--- config.mk ---
export PLATFORM = sky130hd
export DESIGN_NAME = prim_seq_div_u
export DESIGN_NICKNAME = d
export VERILOG_FILES = /design/src/rtl/prim_util_pkg_u.sv /design/src/rtl/prim_seq_div_u.sv
export SDC_FILE = /design/constraint.sdc
export NUM_CORES = 1
export LEC_CHECK = 0
export BUFFER_PORTS_ARGS = -buffer_cell sky130_fd_sc_hd__buf_2
export CAP_MARGIN = 20
export CORE_MARGIN = 8
export CORE_UTILIZATION = 55
export CTS_CLUSTER_SIZE = 24
export DETAILED_ROUTE_END_ITERATION = 10
export GPL_TIMING_DRIVEN = 1
export PLACE_DENSITY = 0.78
export RECOVER_POWER = 50
export SETUP_SLACK_MARGIN = 0.05
export SLEW_MARGIN = 10
export SYNTH_ARGS = -nofsm -noshare
export SYNTH_HDL_FRONTEND = slang
export SYNTH_SLANG_ARGS = --single-unit
--- constraint.sdc ---
create_clock -name clk_i -period 6 [get_ports clk_i]
set_input_delay 0.3 -clock clk_i [delete_from_list [all_inputs] [get_ports clk_i]]
set_output_delay 0.3 -clock clk_i [all_outputs]
set_load 0.01 [all_outputs]
--- src/rtl/prim_util_pkg_u.sv ---
// Shared elaboration-time helpers for the UART primitive set.
package prim_util_pkg_u;

   // Number of bits needed to index 'value' items (never less than 1).
   function automatic int vbits(input int value);
      return (value <= 1) ? 1 : $clog2(value);
   endfunction

   // Elaboration-time ceiling division; prim_seq_div_u is its run-time twin.
   function automatic int ceil_div(input int a, input int b);
      return (a + b - 1) / b;
   endfunction

endpackage

--- src/rtl/prim_seq_div_u.sv ---
// Sequential unsigned restoring divider, one quotient bit per clock.
// Produces floor or ceiling quotient plus the floor remainder behind a
// valid/ready handshake on both sides.
module prim_seq_div_u
   import prim_util_pkg_u::*;
#(
   parameter int Width = 32
) (
   input  logic             clk_i,
   input  logic             rst_ni,
   input  logic             clear_i,
   input  logic             in_valid_i,
   output logic             in_ready_o,
   input  logic [Width-1:0] dividend_i,
   input  logic [Width-1:0] divisor_i,
   input  logic             ceil_i,
   output logic             out_valid_o,
   input  logic             out_ready_i,
   output logic [Width-1:0] quotient_o,
   output logic [Width-1:0] remainder_o,
   output logic             div_by_zero_o
);

   localparam int CntW = vbits(Width);

   typedef enum logic [1:0] {
      IDLE = 2'd0,
      CALC = 2'd1,
      DONE = 2'd2
   } state_e;

   state_e           r_state;
   state_e           w_state_next;

   // r_work starts as the dividend; each CALC cycle its MSB is consumed
   // and the new quotient bit enters at the LSB, so it ends as the quotient.
   logic [Width-1:0] r_work;
   logic [Width-1:0] r_divisor;
   logic [Width-1:0] r_rem;
   logic [CntW-1:0]  r_cnt;
   logic             r_ceil;
   logic             r_dz;

   logic [Width-1:0] r_quot_o;
   logic [Width-1:0] r_rem_o;
   logic             r_dz_o;

   logic [Width:0]   w_trial;
   logic             w_ge;
   logic [Width-1:0] w_rem_next;
   logic [Width-1:0] w_q_next;
   logic             w_round_up;
   logic             w_last;

   // One restoring step: shift in the next dividend bit and trial-subtract.
   always_comb begin
      w_trial    = {r_rem, r_work[Width-1]};
      w_ge       = (w_trial >= {1'b0, r_divisor});
      // When the subtraction happens the result is below the divisor, so
      // the low Width bits of the difference are exact.
      w_rem_next = w_ge ? (w_trial[Width-1:0] - r_divisor) : w_trial[Width-1:0];
      w_q_next   = {r_work[Width-2:0], w_ge};
      // A nonzero remainder implies divisor >= 2, so +1 cannot overflow.
      w_round_up = r_ceil && (w_rem_next != '0);
      w_last     = (r_cnt == '0);
   end

   // State register.
   always_ff @(posedge clk_i or negedge rst_ni) begin
      if (!rst_ni) begin
         r_state <= IDLE;
      end else begin
         r_state <= w_state_next;
      end
   end

   // Next-state decode; clear_i overrides every transition.
   always_comb begin
      w_state_next = r_state;
      unique case (r_state)
         IDLE:    if (in_valid_i) w_state_next = CALC;
         CALC:    if (w_last) w_state_next = DONE;
         DONE:    if (out_ready_i) w_state_next = IDLE;
         default: w_state_next = IDLE;
      endcase
      if (clear_i) begin
         w_state_next = IDLE;
      end
   end

   // Operand capture, iteration datapath and result registers.
   // A zero divisor still spends one CALC cycle (counter preloaded to 0),
   // so its result appears one cycle after acceptance and is substituted
   // in the same final write that normally commits the quotient.
   always_ff @(posedge clk_i or negedge rst_ni) begin
      if (!rst_ni) begin
         r_work    <= '0;
         r_divisor <= '0;
         r_rem     <= '0;
         r_cnt     <= '0;
         r_ceil    <= 1'b0;
         r_dz      <= 1'b0;
         r_quot_o  <= '0;
         r_rem_o   <= '0;
         r_dz_o    <= 1'b0;
      end else if (clear_i) begin
         r_quot_o  <= '0;
         r_rem_o   <= '0;
         r_dz_o    <= 1'b0;
      end else begin
         unique case (r_state)
            IDLE: begin
               if (in_valid_i) begin
                  r_work    <= dividend_i;
                  r_divisor <= divisor_i;
                  r_ceil    <= ceil_i;
                  r_dz      <= (divisor_i == '0);
                  r_rem     <= '0;
                  r_cnt     <= (divisor_i == '0) ? '0 : CntW'(Width - 1);
               end
            end
            CALC: begin
               r_work <= w_q_next;
               r_rem  <= w_rem_next;
               r_cnt  <= r_cnt - 1'b1;
               if (w_last) begin
                  if (r_dz) begin
                     r_quot_o <= '1;
                     r_rem_o  <= r_work;
                  end else begin
                     r_quot_o <= w_q_next + {{(Width-1){1'b0}}, w_round_up};
                     r_rem_o  <= w_rem_next;
                  end
                  r_dz_o <= r_dz;
               end
            end
            default: ;
         endcase
      end
   end

   assign in_ready_o    = (r_state == IDLE);
   assign out_valid_o   = (r_state == DONE);
   assign quotient_o    = r_quot_o;
   assign remainder_o   = r_rem_o;
   assign div_by_zero_o = r_dz_o;

endmodule

Word level (Yosys, flattened, before mapping)
Index checks and enable logic that the tools add are counted.

storage, ports and cells
  bits in registers = 170
  input bits = 70
  output and inout bits = 67
  logic and storage cells = 57

operators by class
  $add $sub $neg = 3
  $lt $le $gt $ge = 1
  equality and inequality tests = 6
  multiplexer cells = 24
  bitwise logic cells = 1
  reduce and logical (&&, ||, !) cells = 12

operators by type and width
  kind                                                    count
  two-way mux 32 bit                                      11
  one-hot mux 32 bit (2 select lines)                     2
  >= comparator 33 x 32 -> 1 bit                          1
  adder 32 x 1 -> 32 bit                                  1
  logical NOT 32 bit                                      1
  nonzero test 32 bit                                     1
  subtractor 32 bit                                       1
  two-way mux 5 bit                                       2
  one-hot mux 5 bit (2 select lines)                      1
  AND reduction 3 bit                                     3
  two-way mux 2 bit                                       4
  inequality test 3 bit (second input constant)           2
  one-hot mux 2 bit (3 select lines)                      1
  nonzero test 2 bit                                      3
  logical NOT 5 bit                                       1
  subtractor 5 x 1 -> 5 bit (second input constant)       1
  two-way mux 1 bit                                       3
  inequality test 3 x 2 -> 1 bit (second input constant)  1
  == test 2 x 1 -> 1 bit (second input constant)          1
  == test 2 bit (second input constant)                   1
  logical NOT 2 bit                                       1
  inequality test 2 bit (second input constant)           1
  AND reduction 2 bit                                     1
  logical AND 1 bit                                       1
  NOT 1 bit                                               1

Longest topological paths before layout
Gate-level depths: netlist (run 1).

  depth in word-level cells = 9
  depth in mapped cells = 26
  gate-level depth less buffers = 26

Least setup slack after synthesis (run 1)
No wires, ideal clock.

  kind = register to register
  start = register r_rem[22]
  end = register r_quot_o[29] (netlist: quotient_o[29])
  setup time = 0.120 ns
  arrival time = 4.710 ns
  required time = 5.880 ns
  slack = 1.169 ns
  cell stages (with the launch flop) = 22
  path buffers = 3
  clock period less this slack = 4.831 ns
  path through = dfrtp_1 > ha_1 > clkbuf_1 > nand2_1 > or3_1 > a2111oi_2 > nor3_2 > buf_6 > clkbuf_1 > a221oi_1 > o41a_1 > ha_1 > nand4_1 > nor3_1 > nor3b_1 > and2_1 > and3_1 > nor2b_1 > nand3_1 > xnor2_1 > o21ai_1 > nand2_1

between the ends
  word-level cells in the longest chain between the ends = 9

ends and longest elaborated chain
  what                                                                 RTL line                                    RTL
  from (decl)                                                          prim_seq_div_u.sv:39                        logic [Width-1:0] r_rem;
  from (signal assigned)                                               prim_seq_div_u.sv:124                       r_rem <= w_rem_next;
  subtractor 32 bit or >= comparator 33 x 32 -> 1 bit (tied branches)  prim_seq_div_u.sv:61, prim_seq_div_u.sv:58
  two-way mux 32 bit                                                   prim_seq_div_u.sv:61                        w_rem_next = w_ge ? (w_trial[Width-1:0] - r_divisor) : w_trial[Width-1:0];
  nonzero test 32 bit                                                  prim_seq_div_u.sv:64                        w_round_up = r_ceil && (w_rem_next != '0);
  logical AND 1 bit                                                    prim_seq_div_u.sv:64
  adder 32 x 1 -> 32 bit (*)                                           prim_seq_div_u.sv:131                       r_quot_o <= w_q_next + {{(Width-1){1'b0}}, w_round_up};
  two-way mux 32 bit (*)                                               prim_seq_div_u.sv:127                       if (r_dz) begin
  two-way mux 32 bit (*)                                               prim_seq_div_u.sv:126                       if (w_last) begin
  two-way mux 32 bit (*)                                               prim_seq_div_u.sv:111                       unique case (r_state)
  two-way mux 32 bit (*)                                               prim_seq_div_u.sv:106                       end else if (clear_i) begin
  to (signal assigned)                                                 prim_seq_div_u.sv:131
  to (decl)                                                            prim_seq_div_u.sv:44                        logic [Width-1:0] r_quot_o;

Every way passes the cells marked *; elsewhere a longest branch is shown, timed or not. The select of a mux whose other input is x is not followed.
A chain may end at the register's enable or synchronous reset.

Final worst setup path (run 1)
  start = register r_rem[5]
  end = register r_quot_o[30] (netlist: quotient_o[30])

Same word-level chain as after synthesis.

==> results.toml, run 1 <==
[logic_synthesis]
synth_edf_count = 0
syn_nets = 1281
synth_top_family_by_area = "compound AO/OA/AOI/OAI gates"
avgSynthCellArea_um2 = 8.44
yosys.area_share.simple = 0.179
synth_seq_area_share = 0.429
synth_fa_ha_area_frac = 0.0475
synth_compound_area_frac = 0.187
yosys.cell_count.top_type = "nand2_1"
synthDistinctLibCells = 60
synthMuxAreaShare = 0.0602
synthXorXnorAreaFrac = 0.0504
synth_area_leaders = "dfrtp_1, nand2_1, o21ai_0"
netlist_area_mm2 = 0.00991
yosys.area.top_type_share = 0.429
synth_top_area_cell = "dfrtp_1"
ys.warnings.count = 0
ys.flop_type = "dfrtp_1"
ys_seq_elements = 170
async_reset_ff_frac = 1.00
yosys-top-cells-count = "nand2_1, dfrtp_1, o21ai_0"
syn_inst = 1174

[global_route]
grt_pass1_vias = 8694
grt_max_degree = 95
grt_util_all_layers = 0.266
grt_remaining_overflow = 0
antenna_found_initial = 0
grt_pass1_wl_um = 46700

[finish]
layout.nets = 1375
area_growth_pct = 13.2
multi_input_area_mm2 = 0.00525
fin_area_mm2 = 0.0112
antennaDiodeCount = 0
fillers = 1549
seq_area_mm2 = 0.00426
layout-drive-gt1-share = 0.0976

[sta]
rsz0062_at_grt = "false"
min_period_ns = 5.51
worst_slack_ns = 0.487
setup_tns_ns = 0
worst_hold_slack_ns = 0.0791
worstMarginPinSlew_ns = 4.31
timing.final.crit_share = 0.919
final_max_slew_viol_count = 255
fmax_mhz = 181
clock_skew_ns = 0.0130
hold_viol_final = 0
setup_viol = 0
slew_headroom = -1.87

[worst_setup_path]
cp.depth = 23
crit_slowest_cell = "dfrtp_1"
reg2reg_depth = 23
startpoint_type = "flip-flop"
crit_type = "flip-flop to flip-flop"
crit_chain = "ha_1 -> a21oi_1 -> o21ai_1 -> a221oi_2 -> a2111oi_4 -> nor3_4 -> buf_4 -> a22oi_1 -> and4b_1 -> nand4_1 -> o41a_1 -> ha_1 -> ha_1 -> nand3_1 -> nor4_1 -> and2_1 -> and3_1 -> nand2_1 -> nor2_1 -> nand2_1 -> xnor2_1 -> o21ai_0 -> nand2_1"
crit_path_end_kind = "flip-flop"
path_buf_inv = 1
worst-endpoint-arrival_ns = 5.84
slowest_delay_ns = 0.45
crit_family = "simple AND/OR/NAND/NOR gates"
worstPathMaxFanout = 38
required_ns = 6.32

[route]
vias_per_cell = 6.05
num_vias = 9134
ant_nets = 0
wl_per_cell_um = 19.8
route.detailed.drc = 0
drt_first_pass_iters = 5
drt-initial-drc-count = 911
finalWirelength_um = 29900

[die]
die_width_um = 150
rows = 49
die_h_um = 150
ios = 137
core-area_mm2 = 0.0178
start_util = 0.556
fp.dieArea_mm2 = 0.0226

[place]
dp_slack_ns = 0.348
hpwl_um = 22000
gp_congestion = 0.987
place_area_mm2 = 0.0107
port_buffers = 136

[clock_tree]
cts_tree = "done"
postCtsSetupBuffers = 0
insertion_delay_ns = 0.44
cts_buffers = 17
clkTransAtPathRegs_ns = 0.07
htreeDepth = 4
clockBufferDepth = 2
cts_num_sinks = 170
cts-root-buf = "clkbuf_16"

[power]
power_frac_comb = 0.203
vdd_ir_drop_max_mv = 0.208
p_switching_mw = 1.01
p_int_mw = 2.03
switching_share = 0.333
powerDensity_mw_per_mm2 = 271
p_clk_frac = 0.349
seqPwrFrac = 0.448
cellLeakagePower_nw = 5.35

[status]
status = "complete, but fails checks"
failed_checks = "max-capacitance violations, max-slew violations"

[job]
maxCapViolations = 3

[hold_path]
hold_path.class = "primary input to flip-flop"
min_delay_path_depth = 3
-- cell type report --
type                       count  area share
clock buffer                  20      0.0407
clock inverter                12     0.00914
inverter                      50      0.0168
multi-input combinational    884       0.468
sequential                   170       0.379
tap                          229      0.0255
timing repair buffer         145      0.0610
-- per-stage QoR --
| stage | instances | util | power [mW] |
|---|---|---|---|
| after floorplan | 1174 | - | 1.76 |
| after global placement | 1475 | 0.599 | 1.97 |
| after detailed placement | 1475 | 0.599 | 1.97 |
| after CTS | 1508 | 0.631 | 3.03 |
| after global routing | 1510 | 0.629 | 3.17 |
| final | 1510 | 0.629 | 3.04 |
-- path summary, 6_finish.rpt --
kind	start	endpoint	slack [ns]
max	r_rem[5]$_DFFE_PN0P_	quotient_o[30]$_DFFE_PN0P_	0.49
min reg2reg	quotient_o[0]$_DFFE_PN0P_	quotient_o[0]$_DFFE_PN0P_	0.47
max reg2reg	r_rem[5]$_DFFE_PN0P_	quotient_o[30]$_DFFE_PN0P_	0.49
min	divisor_i[12]	r_divisor[12]$_DFFE_PN0P_	0.08
max in group asynchronous	rst_ni	r_dz$_DFFE_PN0P_	1.13
min in group asynchronous	rst_ni	r_divisor[3]$_DFFE_PN0P_	2.16
-- power groups by stage --
stage / registers [mW] / clock network (mW) / logic (mW)
after floorplan: 1.31 / 0 / 0.443
after global routing: 1.37 / 1.11 / 0.686
final: 1.36 / 1.06 / 0.617
after detailed placement: 1.37 / 0 / 0.600
after global placement: 1.37 / 0 / 0.599
after CTS: 1.35 / 1.07 / 0.608
-- what timing repair did --
action                     in CTS  in global routing
hold buffers                    1                  0
gates resized for setup         0                  8
setup endpoints to repair       0                  6
hold endpoints to repair       25                  0
-- logic make-up after synthesis --
| logic type | after synthesis |
|---|---|
| simple gates | 403 |
| xor+xnor | 57 |
| mux | 59 |
| compound gates | 328 |
| fa+ha+maj | 37 |
| flops | 170 |
| buf+inv | 120 |
-- routing by layer --
layer	track usage	vias to the layer above	part of all wire
met5	0	-	0
met4	0.117	0	0.035
met3	0.0481	62	0.085
met2	0.400	438	0.45
met1	0.369	4369	0.43
li1	-	4265	-
-- worst min-delay path, cell delays in order --
cell and delay (ns):
buf_2 0.09, nand2_1 0.04, o21ai_0 0.05
-- flip-flops by register name, summed over array words and instances (netlist names) --
signal and cells:
r_dz 1, r_rem 32, remainder_o 32, r_work 32
div_by_zero_o 1, r_divisor 32, r_ceil 1, quotient_o 32
r_cnt 5, r_state 2
-- placed cells by master (no fill, tap or decap), types with 5 or more instances in the layout --
| cell | instances |
|---|---|
| nand2_1 | 225 |
| dfrtp_1 | 169 |
| o21ai_0 | 152 |
| a21oi_1 | 74 |
| clkbuf_1 | 70 |
| nor2_1 | 69 |
| buf_2 | 68 |
| mux2i_1 | 54 |
| inv_1 | 49 |
| ha_1 | 36 |
| xnor2_1 | 35 |
| o21ai_1 | 30 |
| nand3_1 | 22 |
| xor2_1 | 22 |
| nand4_1 | 19 |
| nor4_1 | 17 |
| clkbuf_16 | 17 |
| a21o_1 | 13 |
| nor3_1 | 13 |
| a22o_1 | 11 |
| nor2b_1 | 9 |
| a31oi_1 | 7 |
| inv_6 | 7 |
| o21bai_1 | 6 |
| o211ai_1 | 6 |
| a211oi_1 | 5 |
| and3_1 | 5 |
Note: power is estimated with default switching activity, not from simulation.
==> run 2, diff against run 1 <==
--- a/config.mk
+++ b/config.mk
@@ -7,7 +7,6 @@
 export LEC_CHECK = 0
 export BUFFER_PORTS_ARGS = -buffer_cell sky130_fd_sc_hd__buf_2
 export CAP_MARGIN = 20
-export CORE_MARGIN = 8
 export CORE_UTILIZATION = 55
 export CTS_CLUSTER_SIZE = 24
 export DETAILED_ROUTE_END_ITERATION = 10
==> run 2 against run 1 <==
Critical path depth is 3 lower. Largest power group unchanged. The flow still finishes with violations (max-capacitance violations, max-slew violations). Largest cell class unchanged. Die area fell by 18%. Clock power grew 6%. Highest routed layer unchanged. Sequential power is essentially flat. Final cell count is 0.26% lower. Sequential cell count unchanged. Clock skew fell by 0.0041 ns. Hold slack improved by 0.0087 ns. Sequential share of layout area barely moved.
==> results.toml, run 2 (synthesis results as in run 1) <==
[place]
hpwl_um = 21300
port_buffers = 136
gp_congestion = 0.952
place_area_mm2 = 0.0107

[finish]
area_growth_pct = 13.2
final_cell_mix = "nand2_1, dfrtp_1, o21ai_0"
antennaDiodeCount = 0
layout-drive-gt1-share = 0.0976
mostFrequentLayoutCell = "nand2_1"
layout.nets = 1375
fin_area_mm2 = 0.0112

[clock_tree]
cts_num_sinks = 170
hold_buffers = 0
clkTransAtPathRegs_ns = 0.07
cts_tree = "done"
insertion_delay_ns = 0.43
cts-root-buf = "clkbuf_16"
cts_buffers = 17
clockBufferDepth = 2
htreeDepth = 4

[worst_setup_path]
crit_path_end_kind = "flip-flop"
startpoint_type = "flip-flop"
required_ns = 6.32
worstPathMaxFanout = 31
path_buf_inv = 1
crit_top_cell = "ha_1"
crit_type = "flip-flop to flip-flop"
crit_start = "r_rem[9]$_DFFE_PN0P_"
crit_chain = "ha_1 -> nand4_2 -> nor4_2 -> o2111ai_1 -> a2111oi_2 -> nor3_4 -> buf_4 -> a221oi_2 -> o41a_1 -> ha_1 -> nand4_1 -> nor3_1 -> nor3b_2 -> and2_1 -> and3_1 -> nor2b_1 -> nand3_1 -> xnor2_1 -> o21ai_1 -> nand2_1"
crit_slowest_cell = "ha_1"
timing.rr.start = "r_rem[9]$_DFFE_PN0P_"
slowest_delay_ns = 0.49
worst-endpoint-arrival_ns = 5.97
crit_family = "simple AND/OR/NAND/NOR gates"

[global_route]
grt_util_all_layers = 0.318
grt_remaining_overflow = 0
antenna_found_initial = 0
grt_pass1_vias = 8364
grt_pass1_wl_um = 44900
grt_max_degree = 101

[die]
ios = 137
fp.dieArea_mm2 = 0.0186
die_h_um = 136
core-area_mm2 = 0.0175
die_width_um = 136
start_util = 0.567
rows = 48

[hold_path]
hold_start = "divisor_i[31]"
hold_path.class = "primary input to flip-flop"

[route]
ant_nets = 0
vias_per_cell = 5.94
finalWirelength_um = 28800
num_vias = 8942
drt-initial-drc-count = 673
wl_per_cell_um = 19.1
route.detailed.drc = 0
drt_first_pass_iters = 6

[sta]
final_max_slew_viol_count = 167
worst_hold_slack_ns = 0.0878
timing.final.crit_share = 0.942
setup_viol = 0
min_period_ns = 5.65
worstMarginPinSlew_ns = 4.68
setup_tns_ns = 0
clock_skew_ns = 0.00888
hold_viol_final = 0
slew_headroom = -2.12
fmax_mhz = 177
rsz0062_at_grt = "false"

[job]
maxCapViolations = 2

[status]
status = "complete, but fails checks"
failed_checks = "max-capacitance violations, max-slew violations"

[power]
cellLeakagePower_nw = 5.36
vdd_ir_drop_max_mv = 0.230
powerDensity_mw_per_mm2 = 276
run 2: changes by cell type in the layout (fill, tap and decap cells not counted), sizes merged:
cell         change
buf              +1
bufinv           +1
clkbuf           -1
clkinv           -1
dlygate4sd3      -1
inv              +1
run 2: tightest hold or removal path: stages:
cell,delay (ns)
buf_2,0.09
nand2_1,0.04
o21ai_0,0.06
run 2: path summary, 6_finish.rpt:
check                                        endpoint  slack, ns  depth (start not counted)
setup / recovery           quotient_o[29]$_DFFE_PN0P_       0.35                         20
hold / removal              r_divisor[31]$_DFFE_PN0P_       0.09                          3
setup reg to reg           quotient_o[29]$_DFFE_PN0P_       0.35                         20
hold reg to reg             quotient_o[0]$_DFFE_PN0P_       0.48                          2
max in group asynchronous       r_rem[24]$_DFFE_PN0P_       1.18                          2
min in group asynchronous        r_cnt[1]$_DFFE_PN0P_       1.79                          1
run 2: layout make-up:
type | count | area (um2)
fillers | 1529 | 6250
multi-input cells | 884 | 5240
flip-flops and latches | 170 | 4260
repair buffers | 145 | 666
clock buffers | 19 | 443
well taps | 225 | 282
inverters | 50 | 188
clock inverters | 13 | 154
run 2: power by group:
part           switching, mW  internal (mW)  total (mW)
Sequential             0.124           1.24        1.36
Combinational          0.386          0.226       0.612
Clock                  0.519          0.606        1.12
run 2: metrics by stage:
step	worst slack (ns)	std cells	util	power, mW
6_report	0.345	1506	0.642	3.10
2_1_floorplan	1.17	1174	-	1.76
5_1_grt	0.0692	1506	0.642	3.22
3_5_place_dp	0.287	1474	0.613	1.97
3_3_place_gp	0.363	1474	0.613	1.96
4_1_cts	0.164	1506	0.647	3.09
run 2: repair_timing:
action,4_1_cts,5_1_grt
gates resized for setup,0,3
setup endpoints to repair,0,9
endpoints found under the hold margin,0,0
buffers inserted,0,0
run 2: metal layers:
metal | track usage | wire (um) | up-vias
met4 | 0.112 | 727 | 0
met2 | 0.492 | 13100 | 359
li1 | - | - | 4270
met5 | 0 | 0 | -
met3 | 0.0414 | 1730 | 43
met1 | 0.456 | 13200 | 4270
